==> src/rtl/cpu_mem_pkg.sv <==
// Shared definitions for the CPU memory-port arbiter: state encoding,
// default bus widths and the RAM write-strobe polarity.
package cpu_mem_pkg;

    localparam int AW_DEF     = 16;
    localparam int DW_DEF     = 32;
    localparam int WAIT_CNT_W = 4;

    localparam logic RW_WRITE = 1'b1;

    typedef enum logic [1:0] {
        IDLE  = 2'd0,
        ACC_I = 2'd1,
        ACC_D = 2'd2
    } arb_state_e;

endpackage

==> src/rtl/mem_arb_starve_ctr.sv <==
// Saturating count of arbitrations the fetch port has lost in a row; flags
// starvation so fetch can override the data port's priority.
module mem_arb_starve_ctr
    import cpu_mem_pkg::*;
#(
    parameter int MAX_WAIT = 3
) (
    input  logic clk,
    input  logic rst,
    input  logic clr_i,
    input  logic inc_i,
    input  logic req_i,
    output logic starved_o
);

    localparam logic [WAIT_CNT_W-1:0] MAX_Q = WAIT_CNT_W'(MAX_WAIT);

    logic [WAIT_CNT_W-1:0] cnt_q;
    logic [WAIT_CNT_W-1:0] cnt_d;

    always_comb begin
        cnt_d = cnt_q;
        if (clr_i) begin
            cnt_d = '0;
        end else if (inc_i && (cnt_q != MAX_Q)) begin
            cnt_d = cnt_q + 1'b1;
        end
    end

    always_ff @(posedge clk or negedge rst) begin
        if (!rst) begin
            cnt_q <= '0;
        end else begin
            cnt_q <= cnt_d;
        end
    end

    assign starved_o = (cnt_q == MAX_Q) && req_i;

endmodule

==> src/rtl/mem_bus_arbiter.sv <==
// Registered request/grant arbiter sharing one RAM port between instruction
// fetch and data load/store; data has priority, bounded by a starvation counter.
module mem_bus_arbiter
    import cpu_mem_pkg::*;
#(
    parameter int AW       = AW_DEF,
    parameter int DW       = DW_DEF,
    parameter int MAX_WAIT = 3
) (
    input  logic          clk,
    input  logic          rst,
    input  logic          if_req,
    input  logic [AW-1:0] if_addr,
    output logic          if_gnt,
    output logic          if_rvalid,
    output logic [DW-1:0] if_rdata,
    input  logic          d_req,
    input  logic          d_we,
    input  logic [AW-1:0] d_addr,
    input  logic [DW-1:0] d_wdata,
    output logic          d_gnt,
    output logic          d_rvalid,
    output logic [DW-1:0] d_rdata,
    output logic [AW-1:0] mem_addr,
    output logic [DW-1:0] mem_wdata,
    output logic          mem_rw,
    input  logic [DW-1:0] mem_rdata,
    output logic          busy
);

    arb_state_e    state_q;
    arb_state_e    state_d;
    logic          busy_q;
    logic          if_gnt_q;
    logic          d_gnt_q;
    logic          if_rvalid_q;
    logic          d_rvalid_q;
    logic [DW-1:0] if_rdata_q;
    logic [DW-1:0] d_rdata_q;
    logic [AW-1:0] mem_addr_q;
    logic [DW-1:0] mem_wdata_q;
    logic          mem_rw_q;

    logic          starved;
    logic          cnt_inc;
    logic          cnt_clr;

    mem_arb_starve_ctr #(
        .MAX_WAIT (MAX_WAIT)
    ) u_starve (
        .clk       (clk),
        .rst       (rst),
        .clr_i     (cnt_clr),
        .inc_i     (cnt_inc),
        .req_i     (if_req),
        .starved_o (starved)
    );

    // Arbitration happens only in IDLE; every access lasts exactly one cycle.
    always_comb begin
        state_d = IDLE;
        if (state_q == IDLE) begin
            if (d_req && !starved) begin
                state_d = ACC_D;
            end else if (if_req) begin
                state_d = ACC_I;
            end
        end
    end

    assign cnt_inc = (state_d == ACC_D) && if_req;
    assign cnt_clr = (state_q == IDLE) && (!if_req || (state_d == ACC_I));

    // The RAM-side registers double as the grant-edge latches of the winner.
    always_ff @(posedge clk or negedge rst) begin
        if (!rst) begin
            state_q     <= IDLE;
            busy_q      <= 1'b0;
            if_gnt_q    <= 1'b0;
            d_gnt_q     <= 1'b0;
            if_rvalid_q <= 1'b0;
            d_rvalid_q  <= 1'b0;
            if_rdata_q  <= '0;
            d_rdata_q   <= '0;
            mem_addr_q  <= '0;
            mem_wdata_q <= '0;
            mem_rw_q    <= 1'b0;
        end else begin
            state_q     <= state_d;
            busy_q      <= (state_d != IDLE);
            if_gnt_q    <= (state_d == ACC_I);
            d_gnt_q     <= (state_d == ACC_D);
            if_rvalid_q <= (state_q == ACC_I);
            d_rvalid_q  <= (state_q == ACC_D);
            mem_addr_q  <= '0;
            mem_wdata_q <= '0;
            mem_rw_q    <= 1'b0;
            case (state_d)
                ACC_D: begin
                    mem_addr_q  <= d_addr;
                    mem_wdata_q <= d_wdata;
                    mem_rw_q    <= (d_we == RW_WRITE);
                end
                ACC_I: begin
                    mem_addr_q <= if_addr;
                end
                default: ;
            endcase
            if (state_q == ACC_I) begin
                if_rdata_q <= mem_rdata;
            end
            if ((state_q == ACC_D) && (mem_rw_q != RW_WRITE)) begin
                d_rdata_q <= mem_rdata;
            end
        end
    end

    assign busy      = busy_q;
    assign if_gnt    = if_gnt_q;
    assign d_gnt     = d_gnt_q;
    assign if_rvalid = if_rvalid_q;
    assign d_rvalid  = d_rvalid_q;
    assign if_rdata  = if_rdata_q;
    assign d_rdata   = d_rdata_q;
    assign mem_addr  = mem_addr_q;
    assign mem_wdata = mem_wdata_q;
    assign mem_rw    = mem_rw_q;

endmodule

==> config.mk <==
export PLATFORM = sky130hd
export DESIGN_NAME = mem_bus_arbiter
export DESIGN_NICKNAME = d
export VERILOG_FILES = /design/src/rtl/cpu_mem_pkg.sv /design/src/rtl/mem_arb_starve_ctr.sv /design/src/rtl/mem_bus_arbiter.sv
export SDC_FILE = /design/constraint.sdc
export NUM_CORES = 1
export LEC_CHECK = 0
export ABC_AREA = 1
export CORE_ASPECT_RATIO = 0.8
export CORE_MARGIN = 2
export CORE_UTILIZATION = 38
export CTS_CLUSTER_SIZE = 24
export DETAILED_ROUTE_END_ITERATION = 10
export PLACE_DENSITY = 0.77
export SETUP_SLACK_MARGIN = 0.4
export SLEW_MARGIN = 10
export SYNTH_ARGS = -nofsm -noshare
export SYNTH_HDL_FRONTEND = slang
export SYNTH_SLANG_ARGS = --single-unit
==> constraint.sdc <==
create_clock -name clk -period 1.87 [get_ports clk]
set_input_delay 0.2805 -clock clk [delete_from_list [all_inputs] [get_ports clk]]
set_output_delay 0.2805 -clock clk [all_outputs]
set_load 0.03 [all_outputs]
; Yosys cells after proc, flatten, opt, wreduce, memory -nomap -nowiden
; Index checks and enable logic that the tools add are counted.
; Widths: inputs -> output; s select.
[op_classes]
n_reduce_logical = 12
muxes = 8
bitwise = 1
eq_ne = 6
n_addsub = 1
[ops]
columns = op, count
row1 = $mux 32, 1
row2 = $pmux 16 s2, 1
row3 = $mux 4, 2
row4 = $logic_and 1x1->1, 6
row5 = $add 4x1->4 const B, 1
row6 = $eq 2x1->1 const B, 2
row7 = $eq 2x2->1 const B, 2
row8 = $eq 4x2->1 const B, 1
row9 = $mux 2, 2
row10 = $ne 4x2->1 const B, 1
row11 = $reduce_bool 2->1, 2
row12 = $logic_not 1->1, 2
row13 = $logic_not 2->1, 1
row14 = $mux 1, 2
row15 = $logic_or 1x1->1, 1
row16 = $not 1->1, 1
[word_totals]
inputBits = 101
out_inout_bits = 118
wordCells = 40
reg_bits = 124

; Depth between registers and ports, before layout
; Gate-level depths: netlist of run 1.
[depth]
ltp_word = 11
depth_mapped = 12
depth_no_buf = 11

; Modules after synthesis
; A second synthesis of run 1 with hierarchy kept.
[hier_totals]
hier_cells = 507
area_unflattened_um2 = 4779.6
[by_module_without_submodules]
columns = module, area_per_inst_um2, cells_per_inst, n_inst, seq_area_each_um2
row1 = mem_bus_arbiter, 4566.9, 479, 1, 3002.9
row2 = mem_arb_starve_ctr, 212.7, 28, 1, 100.1

; Least setup slack after synthesis of run 1
; OpenSTA, ideal clock, no wires.
[synth_path]
path_type = flip-flop to flip-flop
startpoint = register u_starve.cnt_q[0]
endpoint = register mem_addr_q[0] (netlist: mem_addr[0])
arrival_time_ns = 1.858
n_path_buf = 1
period_less_slack_ns = 1.995
setup_ns = 0.136
required_ns = 1.734
path_stages_with_launch = 11
path_slack_ns = -0.125
cell_sequence = dfrtp_1 > ha_1 > inv_1 > nor2_1 > nand3_1 > a21oi_1 > inv_1 > ha_1 > inv_1 > clkbuf_1 > a21oi_1
[synth_between]
elab_chain_len = 8
word_cells_on_any_way = 9
cone_classes = 3 x eq/ne / 3 x mux / 3 x reduce/logical
[synth_rtl]
columns = item, line
row1 = "start, declared", mem_arb_starve_ctr.sv:18  ; logic [WAIT_CNT_W-1:0] cnt_q;
row2 = "start signal, assigned", mem_arb_starve_ctr.sv:34  ; cnt_q <= cnt_d;
row3 = $eq 4x2->1 *, mem_arb_starve_ctr.sv:38  ; assign starved_o = (cnt_q == MAX_Q) && req_i;
row4 = $logic_and 1x1->1 *, mem_arb_starve_ctr.sv:38
row5 = $logic_not 1->1 *, mem_bus_arbiter.sv:63  ; if (d_req && !starved) begin
row6 = $logic_and 1x1->1 *, mem_bus_arbiter.sv:63
row7 = $mux 2 *, mem_bus_arbiter.sv:63
row8 = $mux 2 *, mem_bus_arbiter.sv:62  ; if (state_q == IDLE) begin
row9 = named net state_d[0], mem_bus_arbiter.sv:32  ; arb_state_e state_d;
row10 = $eq 2x1->1 or $eq 2x2->1 (tied branches), mem_bus_arbiter.sv:98  ; case (state_d)
row11 = $pmux 16 s2 *, mem_bus_arbiter.sv:98
row12 = "end signal, assigned", mem_bus_arbiter.sv:100  ; mem_addr_q <= d_addr;
row13 = "end signal, assigned", mem_bus_arbiter.sv:105  ; mem_addr_q <= if_addr;
row14 = "end, declared", mem_bus_arbiter.sv:40  ; logic [AW-1:0] mem_addr_q;
; Mark *: on every way through the listed nets, which the timed path passes. The rest lies on a longest branch.
; A chain may end at the register's enable or synchronous reset.

; Worst setup path in the final report of run 1
[layout_path]
startpoint = register u_starve.cnt_q[1]
endpoint = register mem_addr_q[11] (netlist: mem_addr[11])
; Same word-level chain as after synthesis.

==> flow_summary.yaml, run 1 <==
setup_path:
  rrSetupSlack_ns: 0.08
  critical_path_required_ns: 2.17
  worst-setup-path-type: "flop to flop"
  endpoint_kind: "flop"
  startpoint: "u_starve.cnt_q[1]$_DFFE_PN0P_"
  r2r_cells: 11
  cp_slowest_cell: "dfrtp_1"
  worstPathMaxFanout: 7
  crit_path_cell_trace: "ha_2, inv_2, nor2_4, nand3_2, a21oi_2, inv_2, ha_4, buf_12, buf_16, nand2_2, a21oi_2"
  cp-start-kind: "flop"
  slowest_delay_ns: 0.35
  crit_arrival_ns: 2.08
  r2r_start: "u_starve.cnt_q[1]$_DFFE_PN0P_"
  reg2reg_to: "mem_addr[11]$_DFF_PN0_"
place:
  port_buffers: 218
  dp_hpwl_mm: 9.24
  place_ws_ns: -0.105
  place_congestion: 0.793
yosys:
  synthAdderAreaFrac_pct: 1.27
  synth-warning-count: 0
  ys_seq_elements: 124
  ys_types: 20
  muxShareOfSynthArea_pct: 0
  syn_area_per_cell_sq_um: 10.6
  synth_fp_nets: 571
  synth-xor-area-share_pct: 0
  yosys.area_share.simple_pct: 13.2
  synth_compound_area_share_pct: 12.8
  syn_inst: 465
  synth_area_sq_mm: 0.00491
  synth_top_family_by_area: "simple AND/OR/NAND/NOR gates"
  ys_seq_area_share_pct: 63.2
timing:
  holdWs_ns: 0.341
  fin_skew_ns: 0.00714
  rsz0062_at_grt: "true"
  drv_slew: 0
  hold_viol: 0
  max_freq_mhz: 560
  fin_crit_sh_pct: 95.5
  finalWorstSetupSlack_ns: 0.0845
  finalCriticalPeriod_ns: 1.79
  slew-limit-headroom_pct: 74.8
  worst_slew_pin_slew_ns: 0.378
  finalSetupViolCount: 0
floorplanning:
  die_h_um: 106
  core_sq_mm: 0.0127
  num_rows: 37
  die_area_sq_mm: 0.0139
  start_util_pct: 38.6
  io_pins: 219
  die_w_um: 131
cts:
  htree_levels: 4
  cts_tree: "done"
  cts_buffers: 17
  clock_latency_ns: 0.41
  cts_num_sinks: 124
  cts-root-buf: "clkbuf_16"
  clk_pin_slew_ns: 0.05
  clock_path_buffers: 2
run_status:
  outcome: "finished clean"
layout:
  final_common_cell: "dfrtp_1"
  layout_common_cells: "124 x dfrtp_1, 99 x clkdlybuf4s50_1, 78 x nand2_1"
  layout.nets: 826
  drive_above_1_share_pct: 36.0
  syn_to_final_growth_pct: 72.7
  antenna_cells: 0
global_route:
  grt_pass1_wl_mm: 21.8
  grt_start_max_net_pins: 66
  grt_usage_pct: 20.4
  grt.overflow.total: 0
  antenna_found_initial: 0
  grt_pass1_vias: 4338
power_and_ir_drop:
  power_leakage_nw: 4.43
  peakVddDrop_mv: 0.589
  powerDensity_mw_per_mm2: 1240
route:
  totalWireLength_mm: 14.0
  post_drt_wl_per_cell_um: 15.4
  dr.pass1.iters: 4
  drc: 0
  vias: 4136
  initialDrtViolationCount: 211
  viasPerCell: 4.57
  ant_nets: 0
flow_run:
  max-cap-violations: 0
worst_hold_path:
  hp-class: "primary input to async pin"
-- logic make-up (layout without fill, tap and decap cells) --
| kind of cell | after synthesis | count (layout) |
|---|---|---|
| fa+ha+maj | 5 | 5 |
| buf+inv | 100 | 366 |
| simple gates | 152 | 152 |
| compound gates | 84 | 84 |
| flops | 124 | 124 |
-- power breakdown --
group          leakage [nW]  internal, mW  switching (mW)
logic                  2.56          1.49            2.38
clock network         0.277          1.93            1.11
registers              1.60          3.28           0.345
-- synth_stat cells, drive strengths merged --
| library cell | n | area share (%) |
|---|---|---|
| inv | 79 | 6.0 |
| nand4 | 1 | 0.13 |
| buf | 17 | 3.3 |
| o22ai | 1 | 0.13 |
| nand3 | 3 | 0.31 |
| clkbuf | 4 | 0.33 |
| o21ai | 66 | 11 |
| nand2 | 140 | 12 |
| ha | 5 | 1.3 |
| a21oi | 17 | 1.7 |
| nor2 | 8 | 0.92 |
| dfrtp | 124 | 63 |
-- how the worst max path moves through the flow --
stage | to
after floorplan | mem_wdata[21]$_DFF_PN0_
after global placement | u_starve.cnt_q[0]$_DFFE_PN0P_
after detailed placement | mem_addr[6]$_DFF_PN0_
after CTS | mem_addr[1]$_DFF_PN0_
after global routing | mem_addr[11]$_DFF_PN0_
final | mem_addr[11]$_DFF_PN0_
-- critical path: cells and delay by family, from the launching register on --
| family | cells | cell delay, ns |
|---|---|---|
| adder cells (fa/ha/maj) | 2 | 0.41 |
| buffers and inverters | 4 | 0.41 |
| AO/OA/AOI/OAI | 2 | 0.23 |
| flip-flops | 1 | 0.35 |
| AND/OR/NAND/NOR | 3 | 0.27 |
-- sequential cells by signal, summed over array words and instances (netlist names) --
register        flops
busy                1
d_gnt               1
d_rdata            32
d_rvalid            1
if_gnt              1
if_rdata           32
if_rvalid           1
mem_addr           16
mem_rw              1
mem_wdata          32
state_q             2
u_starve.cnt_q      4
-- area by class of cell --
type | count | area [sq um]
fill | 940 | 4250
sequential | 124 | 3100
timing repair buffer | 257 | 2590
multi-input combinational | 241 | 1710
clock buffer | 22 | 484
inverter | 79 | 307
tap | 175 | 219
clock inverter | 8 | 67.6
-- timing repair --
action	CTS	global route
pin swaps	22	15
resized for setup	233	125
setup endpoints to repair	173	123
setup buffers	11	7
hold buffers	1	0
gates cloned	7	0
hold endpoints to repair	24	0
-- per-layer routing --
layer  GRT usage [%]  wire, um  vias to the layer above
met5               0         0                        -
met4            8.70       288                        0
met3            9.81      1360                       24
met2            35.2      7050                      185
met1            21.5      5270                     1994
li1                -         -                     1933
-- through the flow --
stage	setup TNS, ns	power, mW	std cells	utilization [%]	area (sq um)
floorplan	0	5.76	465	-	4950
global placement	0	7.34	850	57.3	7290
detailed placement	-1.25	7.44	850	57.3	7290
CTS	0	10.5	899	64.9	8260
global route	-0.401	11.0	906	66.6	8480
finish	0	10.5	906	66.6	8480
Power figures use the tool's default switching activity.
==> run 2: changes to the inputs <==
--- a/config.mk
+++ b/config.mk
@@ -11,6 +11,7 @@
 export CORE_UTILIZATION = 38
 export CTS_CLUSTER_SIZE = 24
 export DETAILED_ROUTE_END_ITERATION = 10
+export HOLD_SLACK_MARGIN = 0.03
 export PLACE_DENSITY = 0.77
 export SETUP_SLACK_MARGIN = 0.4
 export SLEW_MARGIN = 10
==> results of run 2 <==
Final layout, timing and power as in run 1 (identical DEF).
==> run 3: changes to the inputs <==
--- a/config.mk
+++ b/config.mk
@@ -18,3 +18,4 @@
 export SYNTH_ARGS = -nofsm -noshare
 export SYNTH_HDL_FRONTEND = slang
 export SYNTH_SLANG_ARGS = --single-unit
+export TNS_END_PERCENT = 1
==> run 3 against run 2 <==
  * The run now ends with setup timing left
  * Utilization up 0.95 points
  * Clock skew is 0.0013 ns lower
  * Global-route usage shrank 1.2 points
  * Non-clock buffer count shrank 20
  * Via count is 4.1% lower
  * Sequential power is 1% lower
  * Register-to-register slack worse by 0.13 ns
  * Clock-buffer cell count is 4 lower
  * Largest cell class unchanged
==> flow_summary.yaml, run 3 (synthesized netlist as in run 1, its figures left out) <==
run_status:
  outcome: "finished with violations"
  failed_checks: "setup timing"
layout:
  finalNonFillerCells: 888
  nFillCells: 908
  antenna_cells: 0
  final_common_cell: "dfrtp_1"
  ff_latch_area_sq_mm: 0.00310
  final_core_util_pct: 67.6
  multi_input_area_sq_mm: 0.00160
  syn_to_final_growth_pct: 75.1
  drive_above_1_share_pct: 27.3
  layout_common_cells: "124 x dfrtp_1, 118 x dlymetal6s2s_1, 99 x clkdlybuf4s50_1"
  layout.nets: 807
cts:
  cts_tree: "done"
  htree_levels: 4
  clock_latency_ns: 0.41
  cts_num_sinks: 124
  cts_buffers: 17
  clk_pin_slew_ns: 0.06
  cts-root-buf: "clkbuf_16"
  clock_path_buffers: 2
worst_hold_path:
  hp-class: "primary input to async pin"
timing:
  finalCriticalPeriod_ns: 1.91
  drv_slew: 0
  fin_crit_sh_pct: 102
  max_freq_mhz: 523
  holdWs_ns: 0.371
  finalSetupViolCount: 8
  rsz0062_at_grt: "true"
  hold_viol: 0
  worst_slew_pin_slew_ns: 0.451
  slew-limit-headroom_pct: 70.0
  fin_skew_ns: 0.00587
  finalWorstSetupSlack_ns: -0.0406
  tns_ns: -0.131
global_route:
  grt_start_max_net_pins: 65
  grt_pass1_vias: 4033
  grt_pass1_wl_mm: 20.6
  antenna_found_initial: 0
  grt_usage_pct: 19.3
  grt.overflow.total: 0
floorplanning:
  num_rows: 37
  io_pins: 219
  die_h_um: 106
  die_w_um: 131
  core_sq_mm: 0.0127
  die_area_sq_mm: 0.0139
  start_util_pct: 38.6
power_and_ir_drop:
  p_sw_mw: 3.82
  peakVddDrop_mv: 0.647
  powerDensity_mw_per_mm2: 1290
  combPwrFrac_pct: 35.1
  power.internal_mw: 7.28
  sw_frac_of_total_pct: 34.4
  p_seq_share_pct: 32.3
  p_clk_share_pct: 32.5
  power_leakage_nw: 5.63
setup_path:
  worstPathMaxFanout: 8
  critical_path_required_ns: 2.20
  worst-setup-path-type: "flop to flop"
  reg2reg_to: "mem_addr[5]$_DFF_PN0_"
  crit_arrival_ns: 2.24
  endpoint_kind: "flop"
  r2r_cells: 9
  cp-start-kind: "flop"
  r2r_start: "u_starve.cnt_q[1]$_DFFE_PN0P_"
  rrSetupSlack_ns: -0.04
route:
  dr.pass1.iters: 4
  drc: 0
  vias: 3968
  post_drt_wl_per_cell_um: 15.1
  viasPerCell: 4.47
  initialDrtViolationCount: 183
  ant_nets: 0
  totalWireLength_mm: 13.4
flow_run:
  max-cap-violations: 0
place:
  port_buffers: 218
  place_congestion: 0.799
  dp_cells: 849
  dp_hpwl_mm: 9.00
## run 3: per-stage QoR
| step | worst slack [ns] | power (mW) | instance area (sq um) |
|---|---|---|---|
| 6_report | -0.0406 | 11.1 | 8610 |
| 5_1_grt | -0.165 | 11.6 | 8610 |
| 4_1_cts | 0.0496 | 11.2 | 8130 |
| 3_5_place_dp | -0.0894 | 7.44 | 7310 |
| 3_3_place_gp | -0.0276 | 7.36 | 7310 |
| 2_1_floorplan | 0.0908 | 5.75 | 4930 |
## run 3: worst max-delay path by stage
stage                                  startpoint  slack, ns                      end  cells past startpoint
finish              u_starve.cnt_q[1]$_DFFE_PN0P_      -0.04    mem_addr[5]$_DFF_PN0_                      9
floorplan           u_starve.cnt_q[0]$_DFFE_PN0P_       0.09  mem_wdata[21]$_DFF_PN0_                     11
CTS                 u_starve.cnt_q[1]$_DFFE_PN0P_       0.05   mem_addr[11]$_DFF_PN0_                      9
global placement                           if_req      -0.03    mem_addr[0]$_DFF_PN0_                      7
global route        u_starve.cnt_q[1]$_DFFE_PN0P_      -0.16    mem_addr[5]$_DFF_PN0_                      9
detailed placement                         if_req      -0.09    mem_addr[6]$_DFF_PN0_                      8
## run 3: area by class of cell
class	count	share of cell area, %
clock buffer	18	5.10
clock inverter	13	2.50
inverter	79	3.50
multi-input combinational	241	18.6
sequential	124	36.1
tap	175	2.54
timing repair buffer	237	31.6
timing repair inverter	1	0.0872
## run 3: per-layer routing
metal  GRT usage [%]  vias up  share of wire, %
met4            6.21        0               1.2
met2            32.1      182                50
li1                -     1894                 -
met1            21.9     1878                40
met3            9.38       14               8.5
met5               0        -                 0
## run 3: power by group through the flow
stage	clock network, mW	logic (mW)	registers, mW
finish	3.61	3.90	3.59
global route	3.81	4.13	3.66
CTS	3.68	3.92	3.62
detailed placement	0	3.78	3.66
global placement	0	3.72	3.63
floorplan	0	0.955	4.79
## run 3: repair_timing
| action | CTS | global route |
|---|---|---|
| endpoints found under the hold margin | 30 | 0 |
| cloned | 2 | 0 |
| hold buffers | 1 | 0 |
| resized for setup | 23 | 185 |
| setup buffers | 4 | 1 |
| endpoints found under the setup margin | 174 | 174 |
| pin swaps | 3 | 26 |
## run 3: critical path, stage by stage, from the launching register on
cell and delay [ns]:
dfrtp_1 0.36, ha_2 0.20, inv_2 0.05, nor2_4 0.14
nand3_4 0.11, a21oi_4 0.19, inv_2 0.09, ha_4 0.29
clkinvlp_4 0.22, a21oi_2 0.19
